File: config.mk
export PLATFORM = sky130hd
export DESIGN_NAME = fila_serializer
export DESIGN_NICKNAME = d
export VERILOG_FILES = /design/src/rtl/fila_serializer_pkg.sv /design/src/rtl/fila_serializer_bit_timer.sv /design/src/rtl/fila_serializer.sv
export SDC_FILE = /design/constraint.sdc
export NUM_CORES = 1
export LEC_CHECK = 0
export BUFFER_PORTS_ARGS = -buffer_cell sky130_fd_sc_hd__buf_4
export CAP_MARGIN = 40
export CORE_MARGIN = 2
export CORE_UTILIZATION = 55
export DETAILED_ROUTE_END_ITERATION = 10
export PLACE_DENSITY_LB_ADDON = 0.25
export SLEW_MARGIN = 30
export SYNTH_ARGS = -nofsm -noshare
export SYNTH_HDL_FRONTEND = slang
export SYNTH_HIERARCHICAL = 1
export SYNTH_SLANG_ARGS = --single-unit
File: constraint.sdc
create_clock -name clk_10KHz -period 3.8 [get_ports clk_10KHz]
set_input_delay 0.38 -clock clk_10KHz [delete_from_list [all_inputs] [get_ports clk_10KHz]]
set_output_delay 0.38 -clock clk_10KHz [all_outputs]
set_load 0.05 [all_outputs]
File: src/rtl/fila_serializer_pkg.sv
// rtl/fila_serializer_pkg.sv - shared state type and queue sizing for the byte serializer
package fila_serializer_pkg;

  typedef enum logic [2:0] {IDLE, REQ, WAIT, SHIFT, DONE} ser_state_t;

  localparam int QUEUE_DEPTH = 8;
  localparam int LEN_W       = 8;

endpackage

File: src/rtl/fila_serializer_bit_timer.sv
// rtl/fila_serializer_bit_timer.sv - ready-gated per-bit hold counter, pulses bit_accept on the final cycle
module ser_bit_timer
  import fila_serializer_pkg::*;
#(
  parameter int BIT_CYCLES = 1
) (
  input  logic clk_10KHz,
  input  logic reset,
  input  logic clear,
  input  logic active,
  input  logic ready_in,
  output logic bit_accept
);

  localparam int CNT_W = (BIT_CYCLES > 1) ? $clog2(BIT_CYCLES) : 1;
  localparam logic [CNT_W-1:0] LAST_CNT = CNT_W'(BIT_CYCLES - 1);

  logic [CNT_W-1:0] cnt;

  assign bit_accept = active && ready_in && (cnt == LAST_CNT);

  always_ff @(posedge clk_10KHz or posedge reset) begin
    if (reset) begin
      cnt <= '0;
    end else if (clear) begin
      cnt <= '0;
    end else if (active && ready_in) begin
      cnt <= bit_accept ? '0 : cnt + 1'b1;
    end
  end

endmodule

File: src/rtl/fila_serializer.sv
// rtl/fila_serializer.sv - dequeues bytes from the queue and shifts them out serially; FILA_SERIALIZER_PARITY_EN appends an even-parity bit
module fila_serializer
  import fila_serializer_pkg::*;
#(
  parameter int DATA_W     = 8,
  parameter int BIT_CYCLES = 1,
  parameter int MSB_FIRST  = 1
) (
  input  logic              clk_10KHz,
  input  logic              reset,
  input  logic              enable_in,
  input  logic [LEN_W-1:0]  len_in,
  input  logic [DATA_W-1:0] data_in,
  output logic              dequeue_out,
  input  logic              ready_in,
  output logic              serial_out,
  output logic              bit_valid,
  output logic              byte_done,
  output logic              busy,
  output logic [7:0]        tx_count
);

`ifdef FILA_SERIALIZER_PARITY_EN
  localparam int SH_W = DATA_W + 1;
`else
  localparam int SH_W = DATA_W;
`endif
  localparam int IDX_W = (SH_W > 1) ? $clog2(SH_W) : 1;
  localparam logic [IDX_W-1:0] LAST_IDX = IDX_W'(SH_W - 1);

  ser_state_t        state, state_next;
  logic [DATA_W-1:0] ordered;
  logic [SH_W-1:0]   load_word, shreg, shifted;
  logic [IDX_W-1:0]  bit_idx;
  logic              bit_accept, last_bit;

  // Reorder once at capture so the transmit bit is always the top of shreg.
  always_comb begin
    ordered = '0;
    for (int i = 0; i < DATA_W; i++) begin
      ordered[i] = (MSB_FIRST != 0) ? data_in[i] : data_in[DATA_W-1-i];
    end
  end

`ifdef FILA_SERIALIZER_PARITY_EN
  assign load_word = {ordered, ^data_in};
`else
  assign load_word = ordered;
`endif

  assign shifted  = shreg << 1;
  assign last_bit = (bit_idx == LAST_IDX);

  ser_bit_timer #(.BIT_CYCLES(BIT_CYCLES)) u_bit_timer (
    .clk_10KHz  (clk_10KHz),
    .reset      (reset),
    .clear      (state == WAIT),
    .active     (state == SHIFT),
    .ready_in   (ready_in),
    .bit_accept (bit_accept)
  );

  always_comb begin
    state_next = state;
    case (state)
      IDLE:    if (enable_in && (len_in != '0)) state_next = REQ;
      REQ:     state_next = WAIT;
      WAIT:    state_next = SHIFT;
      SHIFT:   if (bit_accept && last_bit) state_next = DONE;
      DONE:    state_next = IDLE;
      default: state_next = IDLE;
    endcase
  end

  always_ff @(posedge clk_10KHz or posedge reset) begin
    if (reset) state <= IDLE;
    else       state <= state_next;
  end

  // Outputs are decoded from state_next so each one is a flop aligned with its state.
  always_ff @(posedge clk_10KHz or posedge reset) begin
    if (reset) begin
      dequeue_out <= 1'b0;
      bit_valid   <= 1'b0;
      byte_done   <= 1'b0;
      busy        <= 1'b0;
      serial_out  <= 1'b0;
      tx_count    <= '0;
      shreg       <= '0;
      bit_idx     <= '0;
    end else begin
      dequeue_out <= (state_next == REQ);
      bit_valid   <= (state_next == SHIFT);
      byte_done   <= (state_next == DONE);
      busy        <= (state_next != IDLE);
      if (state_next == DONE) tx_count <= tx_count + 8'd1;

      if (state == WAIT) begin
        shreg      <= load_word;
        bit_idx    <= '0;
        serial_out <= load_word[SH_W-1];
      end else if (bit_accept && !last_bit) begin
        shreg      <= shifted;
        bit_idx    <= bit_idx + 1'b1;
        serial_out <= shifted[SH_W-1];
      end else if (state_next != SHIFT) begin
        serial_out <= 1'b0;
      end
    end
  end

endmodule

Word-level counts from Yosys, hierarchy flattened

Index checks and enable logic that the tools add are counted.

Register bits: 27
Output and inout port bits: 13

Add/sub/neg operators: 3
Eq/ne operators: 8
Muxes and demuxes: 13
Bitwise gates (word level): 1
Reductions and logical operators: 12

Operators with widths:

| cell                | number |
|---|---|
| $mux 7              | 2 |
| $mux 3              | 4 |
| $pmux 3 s4          | 1 |
| $eq 3x2->1 const B  | 3 |
| $add 8x1->8 const B | 1 |
| $reduce_bool 8->1   | 1 |
| $eq 3x1->1 const B  | 2 |
| $eq 3x3->1 const B  | 2 |
| $mux 1              | 6 |
| $reduce_bool 3->1   | 2 |
| $logic_and 1x1->1   | 5 |
| $reduce_bool 2->1   | 2 |
| $add 3x1->3 const B | 1 |
| $logic_not 3->1     | 1 |
| $ne 3x2->1 const B  | 1 |
| $add 1x1->1 const B | 1 |
| $logic_not 1->1     | 1 |
| $not 1->1           | 1 |

Logic depth before layout (Yosys ltp)

Gate-level depths: netlist of the first run.

Word-level depth: 10
Mapped depth: 9
Mapped depth without buffers: 7

Cells and area by module

The synthesis of the first run kept the hierarchy.

Modules (own cells, without submodules):

| module          | instances | cells an instance | area each (um2) | sequential area each (um2) |
|---|---|---|---|---|
| fila_serializer | 1         | 110               | 1192.4          | 650.6 |
| ser_bit_timer   | 1         | 5                 | 45.0            | 25.0 |

Worst setup path before layout of the first run

Ideal clock, no wire load.

Path type: flip-flop to flip-flop
From: register state[2]
To: register tx_count[1]
Setup time: 0.125 ns
Arrival time: 1.609 ns
Required time: 3.675 ns
Path slack: 2.066 ns
Stages on the path, launching flop included: 8
Buffers on the path: 0
Period minus slack after synthesis: 1.734 ns
Cells stage by stage: dfrtp_1 nand3b_4 inv_1 nand2_1 nor2_1 nand2_1 nor2_4 mux2_2

Cells in the longest elaborated chain, start to end: 7
Elaborated cells between the ends (all ways): 11

Ends and longest elaborated chain:

| element                        | line                            | text |
|---|---|---|
| start, declared                | fila_serializer.sv:31           | `ser_state_t state, state_next;` |
| start signal, assigned         | fila_serializer.sv:77           | `else state <= state_next;` |
| $eq 3x2->1                     | fila_serializer.sv:58           | `.active (state == SHIFT),` |
| $logic_and 1x1->1 (2 in a row) | fila_serializer_bit_timer.sv:20 | `assign bit_accept = active && ready_in && (cnt == LAST_CNT);` |
| named net bit_accept           | fila_serializer.sv:35           | `logic bit_accept, last_bit;` |
| $logic_and 1x1->1              | fila_serializer.sv:69           | `SHIFT: if (bit_accept && last_bit) state_next = DONE;` |
| $mux 3                         | fila_serializer.sv:69           |  |
| $pmux 3 s4                     | fila_serializer.sv:65           | `case (state)` |
| named net state_next[2]        | fila_serializer.sv:31           |  |
| $eq 3x3->1                     | fila_serializer.sv:96           | `if (state_next == DONE) tx_count <= tx_count + 8'd1;` |
| end signal, assigned           | fila_serializer.sv:96           |  |
| end, declared                  | fila_serializer.sv:20           | `output logic [7:0] tx_count` |

The timed path passes the listed nets, and every way through them passes these cells.
A chain may end at the register's enable or synchronous reset.

Worst setup path after layout of the first run

From: register state[2]
To: register shreg[4]

Cells in the longest elaborated chain, start to end: 5
Elaborated cells between the ends (all ways): 7

Ends and longest elaborated chain:

| element                            | line                            | text |
|---|---|---|
| $eq 3x2->1                         | fila_serializer.sv:58           |  |
| $logic_and 1x1->1 (2 in a row)     | fila_serializer_bit_timer.sv:20 |  |
| named net bit_accept               | fila_serializer.sv:35           |  |
| $logic_and 1x1->1                  | fila_serializer.sv:102          | `end else if (bit_accept && !last_bit) begin` |
| $reduce_bool 2->1 (no source line) | --                              |  |
| end signal, assigned               | fila_serializer.sv:99           | `shreg <= load_word;` |
| end signal, assigned               | fila_serializer.sv:103          | `shreg <= shifted;` |
| end, declared                      | fila_serializer.sv:33           | `logic [SH_W-1:0] load_word, shreg, shifted;` |

The timed path passes the listed nets, and every way through them passes these cells.

==> impl_metrics.py, run 1 <==
metrics = {
    "sta": {
        "skew_ps": 3.198,
        "tightest_slew_ps": 801.9,
        "relSlewSlack_pct": 46.43,
        "rsz0062_at_grt": "no",
        "hold_viol": 0,
        "max_freq_ghz": 0.4396,
        "timing.hold.ws_ps": 244.2,
        "final.setup.worst_slack_ps": 1525,
        "min_period_ps": 2275,
        "setup_viol": 0,
        "slew_viol_final": 0,
        "period_share_pct": 59.86,
        "tns_ps": 0,
    },
    "global_routing": {
        "grtUsageMet3_pct": 2.632,
        "globalRouteMet2Util_pct": 35.90,
        "antenna_found_initial": 0,
        "grt_start_max_net_pins": 16,
        "gr-max-usage-layer": "met2",
        "grt.total_usage_pct": 19.84,
        "grt_pass1_vias": 930,
        "grt_overflow": 0,
        "grt_first_pass_wirelength_um": 3829,
        "grt_util_met1_pct": 22.39,
    },
    "routing": {
        "detail-route-antenna-nets": 0,
        "vias_per_cell": 5.202,
        "wl_per_cell_um": 11.92,
        "drc": 0,
        "first_pass_iters": 4,
        "vias": 926,
        "drt-total-wl_um": 2122,
        "initialDrtViolationCount": 3,
    },
    "power": {
        "total_power_mw": 0.8216,
        "power.density_nw_per_um2": 530.0,
        "vdd_drop_max_mv": 0.4708,
        "leakagePower_nw": 0.7720,
    },
    "floorplanning": {
        "die_width_um": 51.43,
        "io_pins": 33,
        "dieArea_um2": 2645,
        "start_util_pct": 57.04,
        "rows": 17,
        "die_h_um": 51.43,
        "core-area_um2": 2170,
    },
    "worst_setup_path": {
        "crit_fanout": 9,
        "worst_setup_path_end_kind": "register",
        "start_kind": "register",
        "cp_data_required_time_ps": 4020,
        "crit_type": "reg -> reg",
        "crit_arrival_ps": 2490,
    },
    "cells_and_area": {
        "final_nets": 174,
        "num_antenna_cells": 0,
        "layout-drive-gt1-share_pct": 28.67,
        "area_growth_pct": 25.28,
        "fin_cells": 178,
    },
    "yosys": {
        "synth_mux_area_share_pct": 5.763,
        "synth_nets": 138,
        "synth_fa_ha_area_share_pct": 3.033,
        "synth_cells": 115,
        "synth-compound-area-share_pct": 5.966,
        "synth.distinct_cells": 27,
        "yosys.area_share.simple_pct": 21.33,
        "syn_area_per_cell_um2": 10.76,
        "ys_ff_latch": 27,
        "synthXorXnorAreaFrac_pct": 5.662,
        "ys_warn_count": 6,
        "synth_top_family_by_area": "simple AND/OR/NAND/NOR gates",
        "syn_area_um2": 1237,
        "yosysSeqAreaShare_pct": 54.60,
    },
    "outcome": {
        "status": "completed",
    },
    "place": {
        "place_inst": 173,
        "place_ws_ps": 1541,
        "hpwl_um": 1714,
        "port_buffers": 32,
        "gp_congestion": 0.8025,
    },
    "run": {
        "drv_cap": 0,
    },
    "cts": {
        "cts_tree": "done",
        "clkSinkCount": 27,
        "htreeDepth": 1,
        "clkTransAtPathRegs_ps": 140,
        "cts_buffers": 3,
        "clockRootBuffer": "clkbuf_4",
        "clkLatencyLatePin_ps": 320,
        "clk_path_buf_depth": 2,
    },
    "min_path": {
        "min_path_type": "in -> reg",
    },
}
-- metal layers --
metal  vias to the layer above  part of all wire [%]  wire, um
met5                         -                     0         0
met4                         0                   2.4        50
met3                         5                   3.1        66
met2                        18                    54      1147
met1                       440                    40       858
li1                        463                     -         -
-- critical path, stage by stage (launching register included) --
cell and delay (ps):
dfrtp_1 470, nand3b_4 250, inv_1 90, nand2_1 60, nor2_1 250, nor2b_1 700
mux2i_1 250, o21ai_0 90
-- area by class of cell --
type	count	area, um2
multi-input cells	78	516.7
inverters	6	22.52
well taps	28	35.03
clock buffers	3	22.52
repair buffers	35	272.8
flip-flops and latches	27	675.6
clock inverters	1	5.005
fillers	180	619.3
-- synth_stat cells --
| library cell | count | area (um2) |
|---|---|---|
| nor3b_2 | 1 | 12.51 |
| buf_2 | 3 | 15.01 |
| nor2_4 | 1 | 11.26 |
| dfrtp_1 | 27 | 675.7 |
| xnor2_1 | 3 | 26.28 |
| o21ai_0 | 7 | 35.03 |
| buf_4 | 1 | 7.510 |
| ha_1 | 3 | 37.54 |
| o41ai_1 | 1 | 8.760 |
| nor4_4 | 1 | 21.27 |
| nand3_1 | 3 | 15.01 |
| xor2_1 | 5 | 43.79 |
| nand3b_4 | 1 | 20.02 |
| nand4_1 | 3 | 18.77 |
| mux2i_1 | 6 | 60.06 |
| a21oi_1 | 5 | 25.02 |
| nand2b_1 | 1 | 6.260 |
| o21ai_1 | 1 | 5.000 |
| and3b_1 | 1 | 8.760 |
| nand2_1 | 18 | 67.56 |
| nor2_1 | 6 | 22.52 |
| mux2_2 | 1 | 11.26 |
| inv_1 | 6 | 22.52 |
| nor4_1 | 1 | 6.260 |
| nor2b_1 | 3 | 18.77 |
| nor3_1 | 4 | 20.02 |
| or4_1 | 2 | 15.01 |
-- path summary, 6_finish.rpt --
check	startpoint	endpoint	slack, ps	depth (start not counted)
worst max register to register	state[2]$_DFF_PP0_	shreg[4]$_DFFE_PP0P_	1530	7
min in group asynchronous	reset	u_bit_timer/cnt$_DFFE_PP0P_	430	3
worst max-delay path	state[2]$_DFF_PP0_	shreg[4]$_DFFE_PP0P_	1530	7
worst min-delay path	data_in[0]	shreg[0]$_DFFE_PP0P_	240	3
max in group asynchronous	reset	state[0]$_DFF_PP0_	2700	4
worst min register to register	tx_count[7]$_DFFE_PP0N_	tx_count[7]$_DFFE_PP0N_	490	1
-- flip-flops by register name, summed over array words and instances, names as in the netlist --
name             flops
state                3
shreg                7
bit_idx              3
dequeue_out          1
byte_done            1
serial_out           1
bit_valid            1
tx_count             8
busy                 1
u_bit_timer/cnt      1
-- cell usage in the layout, fill, tap and decap left out, types with 4 or more instances in the layout --
master	synthesis	routed
a21oi_1	5	5
buf_4	1	33
dfrtp_1	27	27
inv_1	6	6
mux2i_1	6	6
nand2_1	18	18
nor2_1	6	6
nor3_1	4	4
o21ai_0	7	7
xor2_1	5	5
-- logic make-up after synthesis --
| group | count (synthesis) |
|---|---|
| xor gates and xnor gates | 8 |
| DFF | 27 |
| buffers and inverters | 10 |
| muxes | 7 |
| and+or+nand+nor | 46 |
| AOI/OAI and AO/OA | 14 |
| adders and majority gates | 3 |
-- report_power, final --
| group | switching [mW] | internal (mW) | leakage, nW |
|---|---|---|---|
| clock network | 0.0829 | 0.0395 | 0.0177 |
| registers | 0.0500 | 0.353 | 0.334 |
| logic | 0.178 | 0.118 | 0.420 |
-- through the flow --
step	instance area [um2]	util, %
2_1_floorplan	1237	-
4_1_cts	1550	71.45
5_1_grt	1550	71.45
3_3_place_gp	1490	68.69
6_report	1550	71.45
3_5_place_dp	1513	69.72
-- repair_timing --
| item | CTS | global route |
|---|---|---|
| buffers inserted | 0 | 0 |
| hold buffers | 1 | 0 |
| gates resized for setup | 0 | 0 |
| endpoints found under the hold margin | 1 | 0 |
| endpoints found under the setup margin | 0 | 0 |
Note: power is estimated with default switching activity, not from simulation.
==> run 2, diff against run 1 <==
--- a/config.mk
+++ b/config.mk
@@ -5,10 +5,11 @@
 export SDC_FILE = /design/constraint.sdc
 export NUM_CORES = 1
 export LEC_CHECK = 0
+export ABC_AREA = 1
 export BUFFER_PORTS_ARGS = -buffer_cell sky130_fd_sc_hd__buf_4
 export CAP_MARGIN = 40
 export CORE_MARGIN = 2
-export CORE_UTILIZATION = 55
+export CORE_UTILIZATION = 52
 export DETAILED_ROUTE_END_ITERATION = 10
 export PLACE_DENSITY_LB_ADDON = 0.25
 export SLEW_MARGIN = 30
==> constraint.sdc (replaced) <==
create_clock -name clk_10KHz -period 2.3 [get_ports clk_10KHz]
set_input_delay 0.23 -clock clk_10KHz [delete_from_list [all_inputs] [get_ports clk_10KHz]]
set_output_delay 0.23 -clock clk_10KHz [all_outputs]
set_load 0.05 [all_outputs]
==> run 2 against run 1 <==
Compared with the run above: design area is 5.2% higher; synthesized cell count rose by 43%; clock power up 66%; highest routed layer unchanged; clock skew up 3.9 ps.
==> impl_metrics.py, run 2 <==
metrics = {
    "outcome": {
        "status": "completed",
    },
    "floorplanning": {
        "core-area_um2": 2432,
        "start_util_pct": 54.32,
        "dieArea_um2": 2960,
        "die_h_um": 54.41,
        "die_width_um": 54.41,
        "io_pins": 33,
        "rows": 18,
    },
    "cts": {
        "cts_buffers": 3,
        "clkSinkCount": 27,
        "clkTransAtPathRegs_ps": 140,
        "cts_tree": "done",
        "clk_path_buf_depth": 2,
        "clkLatencyLatePin_ps": 320,
        "clockRootBuffer": "clkbuf_4",
        "post_cts_buffers": 0,
        "htreeDepth": 1,
    },
    "yosys": {
        "ys_ff_latch": 27,
        "synth.distinct_cells": 21,
        "syn_area_per_cell_um2": 8.008,
        "ys_warn_count": 6,
        "synth_common_cells": "nand2_1 (62), dfrtp_1 (27), nor2_1 (18)",
        "synth_nets": 188,
        "synth_top_cell_by_area": "dfrtp_1",
        "yosysSeqAreaShare_pct": 51.14,
        "synth.top_cell.area_share_pct": 51.14,
        "syn_area_um2": 1321,
        "synth_cells": 165,
        "synthArstFlopShare_pct": 100.0,
        "synth_most_common_cell": "nand2_1",
        "synth.area.top_cells": "dfrtp_1 (51%), nand2_1 (18%), nor2_1 (5.1%)",
        "synthFlopType": "dfrtp_1",
        "synth_edf_count": 0,
    },
    "sta": {
        "slew_viol_final": 0,
        "skew_ps": 7.108,
        "tightest_slew_ps": 375.1,
        "max_freq_ghz": 0.6482,
        "relSlewSlack_pct": 74.96,
        "min_period_ps": 1543,
        "final.setup.worst_slack_ps": 757.4,
        "tns_ps": 0,
        "period_share_pct": 67.07,
        "timing.hold.ws_ps": 113.6,
        "rsz0062_at_grt": "no",
        "setup_viol": 0,
        "hold_viol": 0,
    },
    "cells_and_area": {
        "layout-drive-gt1-share_pct": 22.77,
        "regMostFlops": "tx_count",
        "largest_reg_flops": 8,
        "mostFrequentLayoutCell": "nand2_1",
        "final_nets": 226,
        "final_cell_mix": "nand2_1 (62), buf_4 (33), dfrtp_1 (27)",
        "final_cell_area_um2": 1632,
        "num_antenna_cells": 0,
        "reg_top3": "tx_count (8), shreg (7)",
        "area_growth_pct": 23.48,
    },
    "routing": {
        "drt-total-wl_um": 2775,
        "initialDrtViolationCount": 16,
        "first_pass_iters": 4,
        "vias_per_cell": 4.944,
        "wl_per_cell_um": 11.96,
        "vias": 1147,
        "detail-route-antenna-nets": 0,
        "drc": 0,
    },
    "power": {
        "pwr-share-clk_pct": 12.7,
        "leakagePower_nw": 0.8818,
        "power.density_nw_per_um2": 974.5,
        "internal-power_mw": 0.9059,
        "swShare_pct": 43.03,
        "comb_power_share_pct": 43.1,
        "netSwitchingPower_mw": 0.6841,
        "vdd_drop_max_mv": 0.8448,
        "p_seq_share_pct": 44.2,
        "total_power_mw": 1.590,
    },
    "global_routing": {
        "antenna_found_initial": 0,
        "grt_overflow": 0,
        "grt_start_max_net_pins": 18,
        "grt_first_pass_wirelength_um": 4574,
        "grt.total_usage_pct": 21.53,
        "grt_pass1_vias": 1144,
    },
    "place": {
        "port_buffers": 32,
        "hpwl_um": 2165,
        "placed_cell_area_um2": 1595,
        "place_ws_ps": 769.2,
        "gp_congestion": 0.7938,
    },
    "worst_setup_path": {
        "cp_data_required_time_ps": 2560,
        "crit_type": "reg -> reg",
        "rrSetupSlack_ps": 760,
        "worst_setup_path_end_kind": "register",
        "crit_arrival_ps": 1800,
        "start_kind": "register",
        "crit_fanout": 9,
    },
    "min_path": {
        "min_path_type": "in -> reg",
    },
    "run": {
        "drv_cap": 0,
    },
}
## run 2: changes by cell type after synthesis, moves of 6 or more
cell     delta
mux2i_1     -6
nor2_1     +12
nand3_1     +7
inv_1      +11
nand2_1    +44
## run 2: cell type report
cell class                 count  area [um2]
sequential                    27       675.6
multi-input combinational    116       550.5
timing repair buffer          34       257.7
tap                           30       37.54
inverter                      21       83.83
fill                         214       800.8
clock buffer                   4       26.28
## run 2: per-layer routing
metal / global-route usage, % / routed length, um / vias up / share of wire, %
li1: - / - / 579 / -
met1: 23.26 / 1114 / 539 / 40
met2: 41.57 / 1533 / 25 / 55
met3: 2.732 / 100 / 4 / 3.6
met4: 8.750 / 26 / 0 / 0.94
met5: 0 / 0 / - / 0
## run 2: logic make-up (layout without fill, tap and decap cells)
family / count (synthesis) / after routing / share of synthesized area [%]
AND/OR/NAND/NOR: 97 / 97 / 31.34
AO/OA/AOI/OAI: 13 / 13 / 5.492
XOR/XNOR: 3 / 3 / 1.989
buffers and inverters: 22 / 59 / 7.197
adder cells (fa/ha/maj): 3 / 3 / 2.841
flip-flops: 27 / 27 / 51.14
## run 2: timing repair
item,CTS,global route
endpoints found under the hold margin,10,0
gates resized for setup,0,0
hold buffers,1,0
## run 2: final timing paths
path                                       from                          end  cells past startpoint
hold / removal                       data_in[0]         shreg[0]$_DFFE_PP0P_                      3
hold reg to reg            shreg[0]$_DFFE_PP0P_         shreg[0]$_DFFE_PP0P_                      2
max in group asynchronous                 reset       bit_idx[0]$_DFFE_PP0P_                      4
setup reg to reg             state[1]$_DFF_PP0_      tx_count[4]$_DFFE_PP0N_                     10
min in group asynchronous                 reset  u_bit_timer/cnt$_DFFE_PP0P_                      3
setup / recovery             state[1]$_DFF_PP0_      tx_count[4]$_DFFE_PP0N_                     10
## run 2: critical path, cell delays in order (launching register included)
cell and delay, ps:
dfrtp_1 420, nand2_1 120, nor2_1 110, nand2_1 70
nor2_1 150, nand2_1 130, nor2_4 130, nand2_4 120
clkinv_4 110, nand2_1 50, o21ai_1 60
## run 2: through the flow
step,utilization (%),cells
2_1_floorplan,-,165
3_3_place_gp,65.59,227
3_5_place_dp,65.59,227
4_1_cts,67.08,232
5_1_grt,67.08,232
6_report,67.08,232
## run 2: power by group through the flow
| stage | logic [mW] | registers (mW) | clock network (mW) |
|---|---|---|---|
| 3_3_place_gp | 0.664 | 0.703 | 0 |
| 6_report | 0.685 | 0.702 | 0.202 |
| 4_1_cts | 0.693 | 0.703 | 0.210 |
| 3_5_place_dp | 0.690 | 0.713 | 0 |
| 2_1_floorplan | 0.370 | 0.841 | 0 |
| 5_1_grt | 0.771 | 0.720 | 0.226 |
==> run 3, diff against run 2 <==
--- a/config.mk
+++ b/config.mk
@@ -9,7 +9,7 @@
 export BUFFER_PORTS_ARGS = -buffer_cell sky130_fd_sc_hd__buf_4
 export CAP_MARGIN = 40
 export CORE_MARGIN = 2
-export CORE_UTILIZATION = 52
+export CORE_UTILIZATION = 47
 export DETAILED_ROUTE_END_ITERATION = 10
 export PLACE_DENSITY_LB_ADDON = 0.25
 export SLEW_MARGIN = 30
==> constraint.sdc (replaced) <==
create_clock -name clk_10KHz -period 1.3 [get_ports clk_10KHz]
set_input_delay 0.13 -clock clk_10KHz [delete_from_list [all_inputs] [get_ports clk_10KHz]]
set_output_delay 0.13 -clock clk_10KHz [all_outputs]
set_load 0.05 [all_outputs]
==> run 3 against run 2 <==
Compared with the run above: the run now ends with setup timing left; cell count is 10% higher; clock power is 93% higher; wire length up 24%; combinational power increased to 3.0 times the previous value; largest power group is now combinational logic.
==> impl_metrics.py, run 3 (synthesized netlist as in run 2, its figures left out) <==
metrics = {
    "global_routing": {
        "grt_pass1_vias": 1168,
        "grt_overflow": 0,
        "antenna_found_initial": 0,
        "grt_start_max_net_pins": 27,
        "grt_first_pass_wirelength_um": 4864,
        "grt.total_usage_pct": 18.72,
    },
    "sta": {
        "skew_ps": 7.119,
        "rsz0062_at_grt": "yes",
        "max_freq_ghz": 0.6764,
        "min_period_ps": 1478,
        "period_share_pct": 113.7,
        "setup_viol": 24,
        "tightest_slew_ps": 344.1,
        "final.setup.worst_slack_ps": -178.5,
        "relSlewSlack_pct": 77.06,
        "hold_viol": 0,
        "slew_viol_final": 0,
    },
    "run": {
        "drv_cap": 0,
    },
    "cts": {
        "cts_buffers": 3,
        "clockRootBuffer": "clkbuf_4",
        "cts_tree": "done",
        "clk_path_buf_depth": 2,
        "clkTransAtPathRegs_ps": 160,
        "clkSinkCount": 27,
        "clkLatencyLatePin_ps": 340,
        "htreeDepth": 1,
    },
    "floorplanning": {
        "start_util_pct": 48.75,
        "dieArea_um2": 3251,
        "die_h_um": 57.02,
        "rows": 19,
        "die_width_um": 57.02,
        "core-area_um2": 2710,
        "io_pins": 33,
    },
    "cells_and_area": {
        "mostFrequentLayoutCell": "buf_4",
        "num_antenna_cells": 0,
        "area_growth_pct": 53.03,
        "reg_top3": "tx_count (8), shreg (7)",
        "layout-drive-gt1-share_pct": 47.56,
        "largest_reg_flops": 8,
        "regMostFlops": "tx_count",
        "utilization_pct": 74.61,
        "final_nets": 249,
        "final_cell_mix": "buf_4 (46), nand2_1 (41), dfrtp_1 (23)",
        "fin_cells": 256,
    },
    "routing": {
        "vias": 1280,
        "drc": 0,
        "detail-route-antenna-nets": 0,
        "wl_per_cell_um": 13.44,
        "initialDrtViolationCount": 42,
        "drt-total-wl_um": 3440,
        "vias_per_cell": 5.000,
        "first_pass_iters": 4,
    },
    "power": {
        "internal-power_mw": 2.053,
        "comb_power_share_pct": 54.7,
        "power.density_nw_per_um2": 1831,
        "leakagePower_nw": 1.037,
        "p_seq_share_pct": 34.7,
        "netSwitchingPower_mw": 1.649,
        "pwr-share-clk_pct": 10.5,
        "swShare_pct": 44.54,
        "vdd_drop_max_mv": 1.433,
    },
    "worst_setup_path": {
        "r2r_cells": 7,
        "crit_fanout": 7,
        "critPathMaxStageDelay_ps": 430,
        "path_cells": "ha_1 > ha_4 > inv_4 > nand2_8 > buf_12 > xor2_1 > nor2_1",
        "path_depth": 7,
        "cp_top_family": "flip-flops",
        "slowest_stage": "dfrtp_1",
        "cp.buffers_inverters": 2,
        "worst_setup_path_end_kind": "register",
        "start_kind": "register",
        "crit_arrival_ps": 1760,
        "crit_type": "reg -> reg",
        "cp_data_required_time_ps": 1580,
    },
    "outcome": {
        "violations": "setup timing",
        "status": "complete, but fails checks",
    },
    "place": {
        "hpwl_um": 1868,
        "gp_congestion": 0.8157,
        "place_inst": 232,
        "port_buffers": 32,
    },
    "min_path": {
        "whs_path_depth": 3,
        "min_path_type": "in -> reg",
    },
}
==> run 3: cell types whose count changed in the layout (fill, tap and decap cells not counted), sizes merged <==
cell,change
buf,+17
clkbuf,-1
clkinv,-1
clkinvlp,+2
dlygate4sd3,+3
inv,+2
nand2,+1
==> run 3: final timing paths <==
| kind | end | from | slack [ps] |
|---|---|---|---|
| min in group asynchronous | u_bit_timer/cnt$_DFFE_PP0P_ | reset | 160 |
| setup reg to reg | bit_idx[0]$_DFFE_PP0P_ | bit_idx[0]$_DFFE_PP0P_ | -180 |
| hold / removal | serial_out$_DFFE_PP0P_ | data_in[7] | 0.3 |
| max in group asynchronous | tx_count[3]$_DFFE_PP0N_ | reset | 630 |
| setup / recovery | bit_idx[0]$_DFFE_PP0P_ | bit_idx[0]$_DFFE_PP0P_ | -180 |
| hold reg to reg | tx_count[0]$_DFFE_PP0N_ | tx_count[0]$_DFFE_PP0N_ | 510 |
==> run 3: cell type report <==
cell class | instances | area (um2)
timing repair buffer | 54 | 439.2
clock inverter | 1 | 7.507
sequential | 27 | 680.7
tap | 31 | 38.79
clock buffer | 3 | 22.52
timing repair inverter | 2 | 13.76
inverter | 21 | 101.3
fill | 181 | 688.2
multi-input combinational | 117 | 718.2
==> run 3: tightest hold or removal path, stage by stage <==
cell,delay (ps)
buf_4,80
o21ai_1,60
nand2_1,60
==> run 3: layer usage <==
layer  part of all wire, %  vias up  track usage, %
met5                     0        -               0
met4                   3.4        0           5.316
met3                   4.3       10           2.494
met2                    51       38           30.54
met1                    41      602           26.37
li1                      -      630               -
==> run 3: metrics by stage <==
step	setup TNS, ps	hold WS, ps	instance area (um2)	worst slack (ps)	power [mW]
after floorplan	-46.18	-141.3	1338	-19.96	2.171
after global placement	-894.8	-18.72	1643	-97.83	2.526
after detailed placement	-1502	-14.98	1643	-125.8	2.563
after CTS	-1610	14.35	1785	-129.2	3.096
after global routing	-4385	10.12	2022	-254.7	3.932
final	-2517	0.2717	2022	-178.5	3.703
==> run 3: what timing repair did <==
| action | 4_1_cts | 5_1_grt |
|---|---|---|
| hold buffers | 4 | 0 |
| resized for setup | 3 | 49 |
| buffers inserted | 6 | 7 |
| endpoints found under the hold margin | 30 | 0 |
| cloned | 2 | 1 |
| setup endpoints to repair | 20 | 26 |
| pin swaps | 2 | 23 |
==> run 3: power by group through the flow <==
stage | Clock [mW] | Sequential, mW | Combinational, mW
global route | 0.422 | 1.32 | 2.19
floorplan | 0 | 1.50 | 0.674
global placement | 0 | 1.24 | 1.28
detailed placement | 0 | 1.25 | 1.31
CTS | 0.401 | 1.23 | 1.46
finish | 0.390 | 1.29 | 2.03
